--- config.mk ---
export PLATFORM = sky130hd
export DESIGN_NAME = regfile_wb_ctrl
export DESIGN_NICKNAME = d
export VERILOG_FILES = /design/src/rtl/regfile_pkg.sv /design/src/rtl/regfile_scoreboard.sv /design/src/rtl/regfile_wb_ctrl.sv
export SDC_FILE = /design/constraint.sdc
export NUM_CORES = 1
export LEC_CHECK = 0
export ABC_AREA = 1
export CAP_MARGIN = 20
export CORE_AREA = 3 3 87 130
export DETAILED_ROUTE_END_ITERATION = 10
export DIE_AREA = 0 0 90 133
export MAX_ROUTING_LAYER = met4
export PLACE_DENSITY = 0.79
export SLEW_MARGIN = 20
export SYNTH_ARGS = -nofsm -noshare
export SYNTH_HDL_FRONTEND = slang
export SYNTH_SLANG_ARGS = --single-unit
--- constraint.sdc ---
create_clock -name clk -period 2.4 [get_ports clk]
set_input_delay 0.48 -clock clk [delete_from_list [all_inputs] [get_ports clk]]
set_output_delay 0.48 -clock clk [all_outputs]
set_load 0.1 [all_outputs]
--- src/rtl/regfile_pkg.sv ---
// Shared constants and types for the register-file write-port controller.
package regfile_pkg;

  localparam int DW   = 32;
  localparam int AW   = 5;
  localparam int NREG = 32;

  // Which requester produced the registered write.
  typedef enum logic {SRC_A, SRC_B} wb_src_t;

  // One writeback request as presented by a requester.
  typedef struct packed {
    logic          valid;
    logic [AW-1:0] rd;
    logic [DW-1:0] data;
  } wb_req_t;

endpackage

--- src/rtl/regfile_scoreboard.sv ---
// Pending-write scoreboard for long-latency (mul/div) destinations.
// Raises iss_stall on RAW/WAW hazards against destinations still in flight.
module regfile_scoreboard
  import regfile_pkg::*;
#(
  parameter int AW   = regfile_pkg::AW,
  parameter int NREG = regfile_pkg::NREG
) (
  input  logic          clk,
  input  logic          reset,
  input  logic          iss_valid,
  input  logic          iss_long,
  input  logic [AW-1:0] iss_rs,
  input  logic [AW-1:0] iss_rt,
  input  logic [AW-1:0] iss_rd,
  input  logic          clr_en,
  input  logic [AW-1:0] clr_addr,
  input  wb_src_t       clr_src,
  output logic          iss_stall
);

  logic [NREG-1:0] pend_q, pend_d;
  logic            set_en;

  // Hazard compare uses only the registered vector; a clear landing this
  // cycle is not bypassed, so the stall lifts one cycle after the commit.
  always_comb begin
    iss_stall = 1'b0;
    if (!reset && iss_valid)
      iss_stall = pend_q[iss_rs] || pend_q[iss_rt] || (iss_long && pend_q[iss_rd]);
  end

  assign set_en = iss_valid && iss_long && !iss_stall && (iss_rd != '0);

  // Next pending vector: clear on B commit first, then set, so set wins.
  always_comb begin
    pend_d = pend_q;
    if (clr_en && clr_src == SRC_B) pend_d[clr_addr] = 1'b0;
    if (set_en)                     pend_d[iss_rd]   = 1'b1;
    pend_d[0] = 1'b0;
  end

  // Pending state register.
  always_ff @(posedge clk) begin
    if (reset) pend_q <= '0;
    else       pend_q <= pend_d;
  end

endmodule

--- src/rtl/regfile_wb_ctrl.sv ---
// Register-file write-port controller: fixed-priority arbiter (A over B)
// with a starvation guard for B, a one-cycle write register toward the
// file, and the long-latency pending scoreboard.
module regfile_wb_ctrl
  import regfile_pkg::*;
#(
  parameter int DW       = regfile_pkg::DW,
  parameter int AW       = regfile_pkg::AW,
  parameter int NREG     = regfile_pkg::NREG,
  parameter int WAIT_MAX = 4
) (
  input  logic          clk,
  input  logic          reset,
  input  logic          a_valid,
  input  logic [AW-1:0] a_rd,
  input  logic [DW-1:0] a_data,
  output logic          a_ready,
  input  logic          b_valid,
  input  logic [AW-1:0] b_rd,
  input  logic [DW-1:0] b_data,
  output logic          b_ready,
  input  logic          iss_valid,
  input  logic          iss_long,
  input  logic [AW-1:0] iss_rs,
  input  logic [AW-1:0] iss_rt,
  input  logic [AW-1:0] iss_rd,
  output logic          iss_stall,
  output logic          rf_we,
  output logic [AW-1:0] rf_waddr,
  output logic [DW-1:0] rf_wdata
);

  localparam int BW = $clog2(WAIT_MAX + 1);

  logic [BW-1:0] b_wait_q, b_wait_d;
  logic          force_b;
  logic          grant_a, grant_b;

  logic          rf_we_q,    rf_we_d;
  logic [AW-1:0] rf_waddr_q, rf_waddr_d;
  logic [DW-1:0] rf_wdata_q, rf_wdata_d;
  wb_src_t       rf_src_q,   rf_src_d;

  assign force_b = (b_wait_q >= BW'(WAIT_MAX));

  // Arbiter: A wins unless B has waited long enough; nothing granted in reset.
  always_comb begin
    grant_b = !reset && b_valid && (!a_valid || force_b);
    grant_a = !reset && a_valid && !grant_b;
  end

  assign a_ready = grant_a;
  assign b_ready = grant_b;

  // Starvation counter: counts cycles B is refused, saturating at WAIT_MAX.
  always_comb begin
    b_wait_d = b_wait_q;
    if (grant_b || !b_valid)    b_wait_d = '0;
    else if (!force_b)          b_wait_d = b_wait_q + 1'b1;
  end

  // Write register next state: address/data/source load on any grant and
  // hold otherwise; r0 completes the handshake but never asserts the strobe.
  always_comb begin
    rf_we_d    = 1'b0;
    rf_waddr_d = rf_waddr_q;
    rf_wdata_d = rf_wdata_q;
    rf_src_d   = rf_src_q;
    if (grant_a) begin
      rf_we_d    = (a_rd != '0);
      rf_waddr_d = a_rd;
      rf_wdata_d = a_data;
      rf_src_d   = SRC_A;
    end else if (grant_b) begin
      rf_we_d    = (b_rd != '0);
      rf_waddr_d = b_rd;
      rf_wdata_d = b_data;
      rf_src_d   = SRC_B;
    end
  end

  // Arbiter and write-port state registers.
  always_ff @(posedge clk) begin
    if (reset) begin
      b_wait_q   <= '0;
      rf_we_q    <= 1'b0;
      rf_waddr_q <= '0;
      rf_wdata_q <= '0;
      rf_src_q   <= SRC_A;
    end else begin
      b_wait_q   <= b_wait_d;
      rf_we_q    <= rf_we_d;
      rf_waddr_q <= rf_waddr_d;
      rf_wdata_q <= rf_wdata_d;
      rf_src_q   <= rf_src_d;
    end
  end

  assign rf_we    = rf_we_q;
  assign rf_waddr = rf_waddr_q;
  assign rf_wdata = rf_wdata_q;

  regfile_scoreboard #(.AW(AW), .NREG(NREG)) u_sb (
    .clk       (clk),
    .reset     (reset),
    .iss_valid (iss_valid),
    .iss_long  (iss_long),
    .iss_rs    (iss_rs),
    .iss_rt    (iss_rt),
    .iss_rd    (iss_rd),
    .clr_en    (rf_we_q),
    .clr_addr  (rf_waddr_q),
    .clr_src   (rf_src_q),
    .iss_stall (iss_stall)
  );

endmodule
After elaboration in Yosys (flattened, before gate mapping):

Index checks and enable logic that the tools add are counted.

* register bits: 74
* input bits: 95
* output and inout port bits: 41
* logic and storage cells: 64

* add/sub/neg operators: 1
* magnitude comparators: 7
* multiplexer cells: 19
* bitwise operators: 3
* reduce and logical (&&, ||, !) cells: 27

Operator list (number)
* 2-to-1 mux 32 bit: 4
* bitwise AND 32 bit: 1
* inverter 32 bit: 1
* bitwise OR 32 bit: 1
* less-than comparator 5 x 6 -> 1 bit (second input constant): 4
* binary-select mux 1 bit (select 5 bit): 3
* nonzero test 5 bit: 3
* logical AND 1 bit: 12
* demux 1 bit (select 5 bit): 2
* greater-or-equal comparator 5 x 1 -> 1 bit (second input constant): 2
* 2-to-1 mux 5 bit: 2
* 2-to-1 mux 1 bit: 8
* zero test 1 bit: 5
* logical OR 1 bit: 4
* OR reduction 2 bit: 2
* adder 3 x 1 -> 3 bit (second input constant): 1
* greater-or-equal comparator 3 bit (second input constant): 1
* nonzero test 2 bit: 1

Longest topological paths before layout:

* word-level depth: 9
* gate-level depth with buffers: 16

By module:

Synthesis repeated with hierarchy kept, for this count alone.

* cell total of the unflattened synthesis: 710
* area, all modules: 4556.9 um2

By module, submodules not included
* regfile_scoreboard: times used 1, cells each 465, area each 2646.3 um2, seq. area each 620.6 um2
* regfile_wb_ctrl: times used 1, cells each 245, area each 1910.6 um2, seq. area each 840.8 um2

Worst setup path before layout:

No wires, ideal clock.

* kind: input to output
* start: in iss_rs[1]
* end: out iss_stall
* arrival time: 2093 ps
* data required time: 1920 ps
* path slack: -173 ps
* stages: 12
* buffers on the path: 2
* cell sequence: buf_4 -> clkinv_1 -> nor2_1 -> nand2_1 -> nand3_1 -> nand3_1 -> nand3_1 -> nand2_1 -> nand3_2 -> nand2_4 -> buf_12 -> inv_1

* word-level cells in the longest chain between the ends: 5

RTL lines
* from (decl): RTL line regfile_wb_ctrl.sv:24 `input logic [AW-1:0] iss_rs,`
* binary-select mux 1 bit (select 5 bit): RTL line regfile_scoreboard.sv:30 `iss_stall = pend_q[iss_rs] || pend_q[iss_rt] || (iss_long && pend_q[iss_rd]);`
* 2-to-1 mux 1 bit (not written as such): RTL line regfile_scoreboard.sv:30
* logical OR 1 bit (2 in series): RTL line regfile_scoreboard.sv:30
* 2-to-1 mux 1 bit: RTL line regfile_scoreboard.sv:29 `if (!reset && iss_valid)`
* to (decl): RTL line regfile_wb_ctrl.sv:27 `output logic iss_stall,`

No other way between the ends. The select of a mux whose other input is x is not followed.

Final worst setup path:

Ends and elaborated chain as after synthesis.

==> summary.txt <==
Clocking
  – Insertion delay to the later sink of the worst-skew pair: 0.34 ns
  – TritonCTS clock tree: built
  – CTS buffer count: 9
  – Worst-path clk slew: 0.06 ns
  – Hold_buf cts: 0
  – CTS root buf: clkbuf_16
  – H-tree depth: 3
  – Clk buf depth: 2
  – Clk sink count: 73

Critical path
  – Crit-path max cell delay: 0.29 ns
  – CP Max Fanout: 5
  – Critical path's slowest cell: dlygate4sd2_1
  – Critical Path Source: iss_rs[1]
  – Critical path start-end classification: input port to output pin
  – CP endpoint kind: output pin
  – Reg2reg start: u_sb.pend_q[16]
  – WP data arrival: 1.85 ns
  – Cell Chain, Critical Path: dlygate4sd2_1 -> clkinv_2 -> nand3_1 -> nand3_1 -> nand3_1 -> nand3_1 -> nand2_2 -> nand3_4 -> nand2_4 -> clkinvlp_4 -> buf_12
  – Worst EP required: 1.92 ns
  – R2R depth: 13
  – Crit path launch type: input port
  – Top cell by count, worst path: nand3_1

Timing
  – Slew @ Worst Pin: 0.8031 ns
  – Setup TNS: 0 ns
  – Fmax: 0.4286 GHz
  – Final setup viols: 0
  – Final Skew: 0.009262 ns
  – WHS: 0.4479 ns
  – Fin crit share: 97.21%
  – Final Slew Violations: 0
  – Fin. Hold Viols: 0
  – Final WS setup: 0.06687 ns
  – Min Tclk post-route: 2.333 ns
  – Relative slew slack: 46.46%

Hold path
  – WHS Path Cells: 1
  – Hold Startpoint: b_wait_q[0]
  – Worst hold path class: flop to flop

Logic synthesis
  – Synth warnings: 0
  – Seq cells post-synth: 73
  – Sequential area share after synthesis: 29.35%
  – Syn nets: 904
  – Syn Area/Cell: 6.171 µm²
  – Netlist Area Pre-Place: 4980 µm²
  – Syn Inst Count: 807
  – Count of cell types in the netlist: 30

Global routing
  – Number of global-route vias before repair: 5406
  – Initial antenna violation count: 0
  – First-pass GRT wire length: 25300 µm
  – Largest net degree at the start of global routing: 59
  – Total grt overflow: 0
  – Tot GR Track Use: 26.59%

Power and ir drop
  – Leakage power: 3.229 nW
  – PwrDens: 565.0 nW/µm²
  – Max VDD drop: 450.3 µV
  – Pwr Total: 3.992 mW

Detailed routing
  – Router iterations before antenna repair: 5
  – Vias per inst: 5.118
  – Final antenna-violating net count: 0
  – Via count: 5650
  – Final WL: 15830 µm
  – Post-DR wirelength/cell: 14.34 µm
  – Drc violations: 0
  – Detailed Route Iter0 Violations: 327

Run
  – Max-cap violation count: 0

Die
  – Initial Utilization: 48.60%
  – Std cell rows: 45
  – Core area: 10250 µm²
  – DIE AREA: 11970 µm²
  – DIE WIDTH: 90 µm
  – Die height: 133 µm
  – Num ports: 136

Final layout
  – Area Growth Syn to Fin: 41.88%
  – Antenna fix cells: 0
  – Layout cells sized above 1: 21.08%
  – Final Util: 68.95%
  – Nets: 1055

Run status
  – Status: finished clean

Placed design
  – Dpl ws: -0.3193 ns
  – HPWL Detailed: 11570 µm
  – GP Congestion: 0.9461
  – Port Buf Inserts: 135
## synthesized netlist by cell type (all sizes together)
master | instances | area share [%]
nand3 | 98 | 13
a21oi | 70 | 9.2
o211ai | 2 | 0.30
nor4 | 1 | 0.13
o21ai | 80 | 8.1
dfxtp | 73 | 29
inv | 132 | 10
or4 | 1 | 0.15
nor3 | 8 | 0.80
a221oi | 1 | 0.18
ha | 2 | 0.50
clkinv | 1 | 0.075
nor2 | 44 | 3.4
buf | 26 | 4.4
nand2 | 252 | 19
clkbuf | 16 | 1.2
## final cells by class
cell class	instances	area, µm²
inverters	133	511.7
repair inverters	1	3.754
flip-flops and latches	73	1461
repair buffers	181	1748
fillers	908	3182
well taps	141	176.4
clock buffers	10	229.0
multi-input cells	559	2843
clock inverters	6	92.59
## worst max-delay path, delay by kind of cell
kind	cells	cell delay (ns)
simple gates	7	0.70
buf+inv	4	0.68
## layer usage
metal	vias up	global-route usage, %	routed length, µm
li1	2842	-	-
met1	2460	27.82	5877
met2	287	45.95	8011
met3	61	6.769	1218
met4	0	13.63	718
met5	-	-	0
## registers in the layout, indices dropped and copies added (netlist names)
name,flops
rf_wdata,32
u_sb.pend_q,31
rf_waddr,5
b_wait_q,3
rf_src_q,1
rf_we,1
## repair_timing
item,CTS,global route
pin swaps,3,3
cloned,2,3
resized for setup,41,28
setup buffers,0,3
setup endpoints to repair,1,2
## worst paths after layout
kind,to,slack (ns)
max,iss_stall,0.07
min,b_wait_q[0],0.45
max reg2reg,u_sb.pend_q[13],0.54
min reg2reg,b_wait_q[0],0.45
## through the flow
stage | instances | cell area [µm²]
final | 1104 | 7066
after detailed placement | 1080 | 6535
after floorplan | 807 | 4985
after global routing | 1104 | 7066
after global placement | 1080 | 6535
after CTS | 1098 | 6949
## cells by family after synthesis
kind of cell / after synthesis / synth area share, %
adders and majority gates: 2 / 0.5024
and+or+nand+nor: 404 / 36.61
DFF: 73 / 29.35
buffers and inverters: 175 / 15.73
AOI/OAI and AO/OA: 153 / 17.81
## cell usage in the layout, fill, tap and decap left out, types with 2 or more instances in the layout
| master | netlist | final |
|---|---|---|
| buf_2 | 12 | 2 |
| o21ai_0 | 72 | 71 |
| o21ai_1 | 7 | 8 |
| nor3_4 | 0 | 4 |
| nor3_2 | 0 | 4 |
| buf_12 | 3 | 9 |
| clkbuf_16 | 0 | 11 |
| clkinv_4 | 0 | 2 |
| nand2_2 | 3 | 8 |
| ha_1 | 2 | 2 |
| clkdlybuf4s50_1 | 0 | 82 |
| buf_4 | 5 | 71 |
| inv_1 | 129 | 120 |
| a21oi_2 | 29 | 29 |
| clkbuf_2 | 0 | 3 |
| inv_2 | 2 | 8 |
| clkdlybuf4s15_1 | 0 | 2 |
| clkinvlp_4 | 0 | 3 |
| dlygate4sd2_1 | 0 | 4 |
| nand3_1 | 68 | 65 |
| dfxtp_1 | 73 | 73 |
| buf_6 | 4 | 5 |
| nor2_1 | 43 | 42 |
| nand3_2 | 30 | 32 |
| nand2_1 | 248 | 243 |
| inv_4 | 1 | 3 |
| bufinv_16 | 0 | 2 |
| a21oi_1 | 41 | 41 |
| o211ai_1 | 2 | 2 |
## power breakdown
part	switching [mW]	total (mW)	internal, mW
logic	0.834	1.23	0.398
registers	0.0427	1.32	1.28
clock network	0.529	1.44	0.913
Note: power is estimated with default switching activity, not from simulation.
